===== config.mk =====
export PLATFORM = sky130hd
export DESIGN_NAME = pal_test_pattern
export DESIGN_NICKNAME = d
export VERILOG_FILES = /design/src/rtl/pal_test_pattern.sv
export SDC_FILE = /design/constraint.sdc
export NUM_CORES = 1
export LEC_CHECK = 0
export CELL_PAD_IN_SITES_DETAIL_PLACEMENT = 1
export CELL_PAD_IN_SITES_GLOBAL_PLACEMENT = 2
export CORE_MARGIN = 1
export CORE_UTILIZATION = 34
export DETAILED_ROUTE_END_ITERATION = 8
export PLACE_DENSITY_LB_ADDON = 0.1
export RECOVER_POWER = 100
export SYNTH_ARGS = -nofsm -noshare
export SYNTH_HDL_FRONTEND = slang
export SYNTH_SLANG_ARGS = --single-unit

===== constraint.sdc =====
create_clock -name palClock -period 2.9 [get_ports palClock]
set_clock_uncertainty 0.1 [all_clocks]
set_input_delay 0.58 -clock palClock [delete_from_list [all_inputs] [get_ports palClock]]
set_output_delay 0.58 -clock palClock [all_outputs]
set_load 0.005 [all_outputs]

===== src/rtl/pal_test_pattern.sv =====
`default_nettype none
// ============================================================================
// Module   : pal_test_pattern
// Brief    : PAL test pattern generator (bars / composite / ramp / scroll) with
//            a fixed PIPE_DELAY output pipeline. Define PAL_TEST_PATTERN_SCROLL_EN
//            to build the scrolling mode 3; otherwise mode 3 renders as bars.
// Revision : 1.0 - initial release
// ============================================================================
module pal_test_pattern #(
    parameter int PIXEL_WIDTH  = 9,
    parameter int ACTIVE_START = 77,
    parameter int ACTIVE_WIDTH = 770,
    parameter int NUM_BARS     = 7,
    parameter int PIPE_DELAY   = 2
) (
    input  logic                          palClock,
    input  logic                          reset,
    input  logic [9:0]                    hPos,
    input  logic [9:0]                    vPos,
    input  logic                          blank,
    input  logic                          sync,
    input  logic                          burst,
    input  logic                          burstPhase,
    input  logic [1:0]                    modeSel,
    input  logic                          modeLoad,
    output logic signed [PIXEL_WIDTH-1:0] y,
    output logic signed [PIXEL_WIDTH-1:0] u,
    output logic signed [PIXEL_WIDTH-1:0] v,
    output logic                          blankDelayed,
    output logic                          syncDelayed,
    output logic                          burstDelayed,
    output logic                          burstPhaseDelayed,
    output logic [1:0]                    modeActive
);

    localparam int BAR_WIDTH = ACTIVE_WIDTH / NUM_BARS;
    localparam int PIX_W     = $clog2(BAR_WIDTH) + 1;
    localparam int STAGE_W   = 3 * PIXEL_WIDTH + 6;

    localparam logic [9:0]       ACT_START  = 10'(ACTIVE_START);
    localparam logic [9:0]       V_REVERSE  = 10'd383;
    localparam logic [9:0]       V_PLUGE    = 10'd440;
    localparam logic [PIX_W-1:0] PIX_LAST   = PIX_W'(BAR_WIDTH - 1);
    localparam logic [PIX_W-1:0] PIX_HALF   = PIX_W'(BAR_WIDTH / 2);
    localparam logic [2:0]       BAR_LAST   = 3'(NUM_BARS - 1);
    localparam logic [2:0]       BAR_PENULT = 3'(NUM_BARS - 2);

    localparam logic [1:0] MODE_BARS      = 2'd0;
    localparam logic [1:0] MODE_COMPOSITE = 2'd1;
    localparam logic [1:0] MODE_RAMP      = 2'd2;
    localparam logic [1:0] MODE_SCROLL    = 2'd3;

    localparam logic [STAGE_W-1:0] STAGE_RESET = {{(3 * PIXEL_WIDTH){1'b0}}, 4'b1000, 2'b00};
    localparam logic [PIPE_DELAY*STAGE_W-1:0] PIPE_RESET = {PIPE_DELAY{STAGE_RESET}};

    logic [PIX_W-1:0] pix_q, pix_d, pix_cur;
    logic [2:0]       bar_q, bar_d, bar_cur;
    logic [7:0]       ramp_q, ramp_d, ramp_cur;
    logic [1:0]       mode_q, mode_d, pending_q, pending_d;
    logic             line_start, pre_active, frame_start;
    logic [2:0]       scroll_idx, colour_idx;

    logic signed [PIXEL_WIDTH-1:0] tab_y, tab_u, tab_v;
    logic signed [PIXEL_WIDTH-1:0] px_y, px_u, px_v;

    logic [STAGE_W-1:0]            stage_d;
    logic [PIPE_DELAY*STAGE_W-1:0] pipe_q, pipe_d;

    // Counter values belong to the pixel on the input this cycle; *_d is the next pixel.
    always_comb begin
        line_start  = (hPos == ACT_START);
        pre_active  = (hPos < ACT_START);
        frame_start = (hPos == 10'd0) && (vPos == 10'd0);

        pix_cur  = line_start ? '0 : pix_q;
        bar_cur  = line_start ? '0 : bar_q;
        ramp_cur = line_start ? '0 : ramp_q;

        if (pix_cur == PIX_LAST) begin
            pix_d = '0;
            bar_d = (bar_cur == BAR_LAST) ? bar_cur : bar_cur + 3'd1;
        end else begin
            pix_d = pix_cur + 1'b1;
            bar_d = bar_cur;
        end
        ramp_d = (ramp_cur == 8'hFF) ? ramp_cur : ramp_cur + 8'd1;

        pending_d = modeLoad ? modeSel : pending_q;
        mode_d    = frame_start ? pending_d : mode_q;
    end

`ifdef PAL_TEST_PATTERN_SCROLL_EN
    logic [2:0] scroll_q, scroll_d;
    logic [3:0] scroll_sum;

    always_comb begin
        scroll_d = scroll_q;
        if (frame_start) begin
            if (mode_d != mode_q) begin
                scroll_d = '0;
            end else if (mode_q == MODE_SCROLL) begin
                scroll_d = (scroll_q == BAR_LAST) ? 3'd0 : scroll_q + 3'd1;
            end
        end
        // Both terms are below NUM_BARS, so one conditional subtract is the modulo.
        scroll_sum = {1'b0, bar_cur} + {1'b0, scroll_d};
        scroll_idx = (scroll_sum >= 4'(NUM_BARS)) ? 3'(scroll_sum - 4'(NUM_BARS))
                                                  : scroll_sum[2:0];
    end

    always_ff @(posedge palClock or posedge reset) begin
        if (reset) begin
            scroll_q <= '0;
        end else begin
            scroll_q <= scroll_d;
        end
    end
`else
    assign scroll_idx = bar_cur;
`endif

    always_comb begin
        colour_idx = 3'd0;
        if (!pre_active) begin
            case (mode_d)
                MODE_COMPOSITE: begin
                    if (vPos >= V_REVERSE) begin
                        colour_idx = bar_cur[0] ? 3'd7 : BAR_LAST - bar_cur;
                    end else begin
                        colour_idx = bar_cur;
                    end
                end
                MODE_SCROLL: colour_idx = scroll_idx;
                default:     colour_idx = bar_cur;
            endcase
        end
    end

    always_comb begin
        tab_y = '0;
        tab_u = '0;
        tab_v = '0;
        case (colour_idx)
            3'd0: tab_y = PIXEL_WIDTH'(235);
            3'd1: begin tab_y = PIXEL_WIDTH'(169); tab_u = PIXEL_WIDTH'(-83); tab_v = PIXEL_WIDTH'(19);   end
            3'd2: begin tab_y = PIXEL_WIDTH'(134); tab_u = PIXEL_WIDTH'(28);  tab_v = PIXEL_WIDTH'(-117); end
            3'd3: begin tab_y = PIXEL_WIDTH'(112); tab_u = PIXEL_WIDTH'(-55); tab_v = PIXEL_WIDTH'(-98);  end
            3'd4: begin tab_y = PIXEL_WIDTH'(79);  tab_u = PIXEL_WIDTH'(55);  tab_v = PIXEL_WIDTH'(98);   end
            3'd5: begin tab_y = PIXEL_WIDTH'(57);  tab_u = PIXEL_WIDTH'(-28); tab_v = PIXEL_WIDTH'(117);  end
            3'd6: begin tab_y = PIXEL_WIDTH'(22);  tab_u = PIXEL_WIDTH'(83);  tab_v = PIXEL_WIDTH'(-19);  end
            default: ;
        endcase
    end

    always_comb begin
        px_y = tab_y;
        px_u = tab_u;
        px_v = tab_v;
        if (mode_d == MODE_RAMP) begin
            px_y = pre_active ? '0 : PIXEL_WIDTH'(ramp_cur);
            px_u = '0;
            px_v = '0;
        end else if ((mode_d == MODE_COMPOSITE) && !pre_active && (vPos >= V_PLUGE)) begin
            px_u = '0;
            px_v = '0;
            if (bar_cur == 3'd1) begin
                px_y = PIXEL_WIDTH'(255);
            end else if ((bar_cur == BAR_PENULT) && (pix_cur < PIX_HALF)) begin
                px_y = PIXEL_WIDTH'(-10);
            end else begin
                px_y = '0;
            end
        end
        if (blank) begin
            px_y = '0;
            px_u = '0;
            px_v = '0;
        end
    end

    assign stage_d = {px_y, px_u, px_v, blank, sync, burst, burstPhase, mode_d};

    if (PIPE_DELAY == 1) begin : g_pipe_single
        assign pipe_d = stage_d;
    end else begin : g_pipe_multi
        assign pipe_d = {pipe_q[(PIPE_DELAY-1)*STAGE_W-1:0], stage_d};
    end

    always_ff @(posedge palClock or posedge reset) begin
        if (reset) begin
            pix_q     <= '0;
            bar_q     <= '0;
            ramp_q    <= '0;
            mode_q    <= MODE_BARS;
            pending_q <= MODE_BARS;
            pipe_q    <= PIPE_RESET;
        end else begin
            pix_q     <= pix_d;
            bar_q     <= bar_d;
            ramp_q    <= ramp_d;
            mode_q    <= mode_d;
            pending_q <= pending_d;
            pipe_q    <= pipe_d;
        end
    end

    assign {y, u, v, blankDelayed, syncDelayed, burstDelayed, burstPhaseDelayed, modeActive} =
        pipe_q[PIPE_DELAY*STAGE_W-1 -: STAGE_W];

endmodule
`default_nettype wire


==> results of run 1 <==
[state kept, by name (all words and copies together), names as in the netlist]
name,cells
pix_q,8
pipe_q,54
pending_q,2
ramp_q,8
bar_q,3
[stage by stage]
| step | total power [uW] | utilization |
|---|---|---|
| floorplan | 1670 | - |
| global placement | 1890 | 0.450 |
| detailed placement | 1910 | 0.450 |
| CTS | 2730 | 0.475 |
| global route | 2850 | 0.471 |
| finish | 2660 | 0.471 |
[per-layer routing]
layer | vias to the layer above | part of all wire | track usage
met3 | 5 | 0.035 | 0.0397
met5 | - | 0 | 0
met2 | 55 | 0.49 | 0.281
met1 | 1282 | 0.47 | 0.228
li1 | 1284 | - | -
met4 | 0 | 0.0095 | 0.0462
[worst max-delay path, stage by stage]
cell and delay (ns):
clkdlybuf4s50_1 0.48, and4_4 0.25, nand3_4 0.07, and2_4 0.16, ha_4 0.16, a21oi_4 0.15
o21ai_2 0.09, a211o_1 0.27, a211o_1 0.29, buf_4 0.16, a21o_1 0.15, a31oi_1 0.15
[path summary, 6_finish.rpt]
check,startpoint,to,slack (ns),depth (start not counted)
worst max-delay path,hPos[6],pipe_q[30],0.09,12
worst min-delay path,pipe_q[21],pipe_q[54],0.24,0
worst max register to register,pix_q[0],pipe_q[30],0.69,9
worst min register to register,pipe_q[21],pipe_q[54],0.24,0
max in group asynchronous,reset,ramp_q[0],0.70,3
min in group asynchronous,reset,pipe_q[60],0.56,2
[where the power goes]
part	total, uW	internal (uW)	switching [uW]
registers	1350	1200	150
clock network	773	333	440
logic	539	282	257
[what timing repair did]
action	CTS	global route
endpoints found under the setup margin	7	9
gates resized for setup	10	4
pin swaps	11	3
setup buffers	3	0
[cell usage in the layout (no fill, tap or decap), types with 3 or more instances in the layout]
master / count
xor2_1: 6
mux2_2: 3
nor3_1: 12
o21ai_1: 3
clkbuf_8: 9
inv_6: 3
or3_1: 5
a211o_1: 3
o2111ai_1: 3
and3_1: 3
buf_4: 48
a21oi_1: 9
a211oi_1: 6
clkbuf_4: 3
clkdlybuf4s50_1: 18
ha_1: 3
nand2_1: 17
a31oi_1: 4
a21o_1: 3
inv_1: 7
dfrtp_1: 73
dlygate4sd2_1: 5
nor2_1: 23
and2_4: 3
xnor2_1: 3
dlygate4sd3_1: 38
nand4_1: 9
nor4_1: 7
nand3_1: 11
clkbuf_1: 5
o21ai_0: 7
[area by class of cell]
class,count,area [um2],area share
multi-input combinational,189,1300,0.283
timing repair buffer,119,1030,0.224
inverter,8,32.5,0.00707
clock inverter,7,65.1,0.0141
sequential,75,1880,0.408
clock buffer,9,124,0.0269
tap,133,166,0.0362
[cell families (layout without fill, tap and decap cells)]
kind of cell	count (synthesis)	count (layout)	share of synthesized area
AND/OR/NAND/NOR	112	112	0.184
AO/OA/AOI/OAI	59	59	0.128
adder cells (fa/ha/maj)	4	4	0.0146
XOR/XNOR	9	9	0.0230
flip-flops	75	75	0.548
buffers and inverters	45	143	0.0858
multiplexers	5	5	0.0161
==> results.yml, run 1 <==
clock_network:
  clockRootBuffer: "clkbuf_8"
  clkLatencyLatePin_ns: 0.35
  cts_tree: "yes"
  hold_buffers: 0
  cts_made_buffers: 9
  path_clk_slew_ns: 0.09
  h-tree-depth: 3
  clock_path_buffers: 2
  clock_sinks: 75
critical_path:
  crit_path_end_kind: "register"
  critical_path_arrival_ns: 2.97
  start_kind: "input port"
  worst-path-max-fanout: 4
  path_class: "input port to register"
  required_ns: 3.06
die:
  die_h_um: 102
  die_w_um: 102
  io_pins: 62
  initial_utilization: 0.351
  rows: 36
  core_um2: 9770
  die_area_um2: 10500
power:
  ir_drop_mv: 0.360
  power_density_nw_per_um2: 578
  p_leak_uw: 0.00209
grt:
  antenna_found_initial: 0
  grt_start_max_net_pins: 44
  grt_pass1_vias: 2719
  grt_pass1_wl_mm: 13.6
  grt_overflow_total: 0
  grt_use_total: 0.171
finish:
  antenna_cells_inserted: 0
  syn2layout_area_growth_pct: 34.2
  nets: 435
  finalNonFillerCells: 540
  nFillCells: 1119
  post_route_cells_drive_above_1_share: 0.233
  postLayoutCellArea_um2: 4600
logic_synthesis:
  synth.distinct_cells: 62
  synth_top_area_frac: 0.533
  syn-instance-count: 309
  ys_ff_latch: 75
  ys_top_cells_by_count: "73 x dfrtp_1, 29 x buf_4, 23 x nor2_1, 17 x nand2_1"
  ys_warn_count: 0
  synth.avg_cell_area_um2: 11.1
  synth_most_common_cell: "dfrtp_1"
  syn_nets: 342
  netlist_area_um2: 3430
  synth_seq_area_share: 0.548
  yosysTopAreaCell: "dfrtp_1"
  ys.flop_type: "dfrtp_1"
  synthTopCellsByArea: "dfrtp_1 53%, buf_4 6.4%, nor2_1 2.5%"
  async_flop_share: 1.00
  synth_edf_count: 0
sta:
  worst_pin_slew_ns: 1.20
  finalCritPeriodShare: 0.969
  fin_tns_setup_ns: 0
  setup_slack_ns: 0.0898
  fmax_mhz: 356
  worst_hold_slack_ns: 0.244
  finalCriticalPeriod_ns: 2.81
  rsz0062_at_grt: "no"
  drv_slew: 0
  slew_headroom: 0.203
  hold_violations: 0
  finalSetupViolCount: 0
placement:
  place_area_um2: 4400
  port-buffer-count: 61
  place_ws_ns: -0.416
  dp.cells: 521
  gp_congestion: 0.788
  dp_hpwl_mm: 6.14
routing:
  drt-total-wl_mm: 8.01
  viasPerCell: 4.86
  drc: 0
  drtIter0Drc: 35
  wl_per_cell_um: 14.8
  firstDrtPassIters: 4
  via_count: 2626
  ant_nets: 0
flow_run:
  drv_cap: 0
hold_path:
  worst_hold_path_type: "register to register"
run_status:
  outcome: "finished clean"
No activity file was read; power rests on OpenSTA's default activity.
==> run 2, diff against run 1 <==
PLACE_DENSITY_LB_ADDON = 0.08   (was 0.1)
clock period = 2.7 ns   (was 2.9 ns; I/O delays follow)
==> run 2 against run 1 <==
Final cell count is 4.3% higher. Critical endpoint is now pix_q[2]. Sequential cell count did not move. Largest power group unchanged. Routed wire length is 2.4% higher. Combinational power up 11%. Register-to-register slack worse by 0.32 ns. Sequential power rose by 7%. Critical path type unchanged.
==> results.yml, run 2 (synthesis results as in run 1) <==
run_status:
  outcome: "finished clean"
sta:
  finalCritPeriodShare: 0.955
  setup_slack_ns: 0.121
  fmax_mhz: 388
  hold_violations: 0
  drv_slew: 0
  finalCriticalPeriod_ns: 2.58
  worst_pin_slew_ns: 0.709
  worst_hold_slack_ns: 0.245
  slew_headroom: 0.527
  finalSetupViolCount: 0
power:
  switching_power_uw: 858
  p_seq_frac: 0.482
  p_int_uw: 2150
  p_total_uw: 3010
  p_sw_frac: 0.285
  pwr-share-comb: 0.200
  power_density_nw_per_um2: 631
  p_leak_uw: 0.00220
  power_frac_clock: 0.318
  ir_drop_mv: 0.282
grt:
  grt_start_max_net_pins: 55
  grt_pass1_vias: 2823
  grt_use_total: 0.171
  grt_overflow_total: 0
  grt_pass1_wl_mm: 13.6
  antenna_found_initial: 0
flow_run:
  drv_cap: 0
placement:
  dp_hpwl_mm: 6.15
  place_ws_ns: -0.535
  gp_congestion: 0.843
  port-buffer-count: 61
clock_network:
  clkLatencyLatePin_ns: 0.35
  clockRootBuffer: "clkbuf_8"
  cts_made_buffers: 9
  clock_sinks: 75
  cts_tree: "yes"
  hold_buffers: 0
  path_clk_slew_ns: 0.08
  h-tree-depth: 3
  clock_path_buffers: 2
routing:
  viasPerCell: 4.86
  drt-total-wl_mm: 8.21
  top_layer_used: "met4"
  drtIter0Drc: 39
  firstDrtPassIters: 4
  dr_wl_met3_um: 285
  met2_length_mm: 3.99
  met1_length_mm: 3.83
  ant_nets: 0
  drc: 0
  via_count: 2734
  wl_per_cell_um: 14.6
critical_path:
  rr_worst_depth: 8
  required_ns: 2.84
  reg2reg_to: "pipe_q[19]"
  reg2reg_slack_ns: 0.37
  cp_top_family: "buffers and inverters"
  cpPeakStageDelay_ns: 0.16
  crit_path_end_kind: "register"
  cp_cell_sequence: "buf_6, buf_6, nor3_4, nand3_4, buf_6, buf_4, buf_4, buf_4, buf_4, buf_4, buf_4, buf_4, buf_4, buf_4, buf_4, buf_4, nand2_2, xor2_1, nor2_1"
  worst-path-max-fanout: 4
  critPathBufInv: 14
  r2r-start: "pix_q[0]"
  crit_top_cell: "buf_4"
  critical_path_arrival_ns: 2.72
  path_class: "input port to register"
  crit_slowest_cell: "nor3_4"
  start_kind: "input port"
die:
  rows: 36
  die_h_um: 102
  die_area_um2: 10500
  initial_utilization: 0.351
  io_pins: 62
  core_um2: 9770
  die_w_um: 102
finish:
  nFillCells: 1105
  syn2layout_area_growth_pct: 39.0
  nets: 458
  reg_top3: "pipe_q: 54 flops, pix_q: 8 flops, ramp_q: 8 flops"
  post_route_cells_drive_above_1_share: 0.298
  antenna_cells_inserted: 0
  layout_commonest_cell: "dfrtp_1"
  fin_util: 0.488
  layout_common_cells: "73 x dfrtp_1, 70 x buf_4, 38 x dlygate4sd3_1"
  largest_reg_flops: 54
  top_register: "pipe_q"
hold_path:
  holdPathEnd: "pipe_q[58]"
  worstHoldStart: "pipe_q[25]"
  worst_hold_path_type: "register to register"
  hold_depth: 0
## run 2: cell types whose count changed in the layout (fill, tap and decap cells not counted), sizes merged
cell / before / now
buf: 49 / 74
bufinv: 0 / 2
clkbuf: 18 / 27
clkdlybuf4s50: 18 / 13
clkinv: 1 / 2
clkinvlp: 1 / 2
dlygate4sd2: 5 / 0
inv: 13 / 8
## run 2: worst max-delay path by stage
stage | endpoint | from | slack, ns | cells past startpoint
CTS | pipe_q[19] | hPos[7] | 0.005 | 12
floorplan | pipe_q[26] | hPos[9] | -0.06 | 11
detailed placement | pipe_q[24] | hPos[5] | -0.54 | 9
global placement | pipe_q[24] | hPos[5] | -0.47 | 9
finish | pix_q[2] | hPos[7] | 0.12 | 19
global route | pix_q[2] | hPos[7] | -0.004 | 19
## run 2: power by group through the flow
stage	Sequential (uW)	Combinational, uW	Clock [uW]
2_1_floorplan	1420	388	0
3_3_place_gp	1460	594	0
3_5_place_dp	1470	614	0
4_1_cts	1450	629	996
5_1_grt	1480	678	1030
6_report	1450	600	956
## run 2: layout make-up
cell class / count / area (um2) / area share
multi-input combinational: 189 / 1300 / 0.273
clock buffer: 10 / 138 / 0.0289
sequential: 75 / 1880 / 0.394
timing repair buffer: 142 / 1160 / 0.243
tap: 133 / 166 / 0.0349
clock inverter: 6 / 88.8 / 0.0186
inverter: 8 / 32.5 / 0.00683
## run 2: layer usage
layer  GRT usage  up-vias
li1            -     1323
met1       0.223     1345
met2       0.282       57
met3      0.0376        9
met4      0.0593        0
met5           0        -
## run 2: per-stage QoR
| step | instances | setup TNS (ns) | cell area [um2] |
|---|---|---|---|
| after floorplan | 309 | -0.108 | 3480 |
| after global placement | 531 | -8.80 | 4480 |
| after detailed placement | 531 | -10.65 | 4480 |
| after CTS | 562 | 0 | 4840 |
| after global routing | 563 | -0.00428 | 4770 |
| final | 563 | 0 | 4770 |
## run 2: timing repair
| item | CTS | global route |
|---|---|---|
| resized for setup | 19 | 21 |
| setup buffers | 15 | 1 |
| pin swaps | 10 | 6 |
| setup endpoints to repair | 10 | 7 |
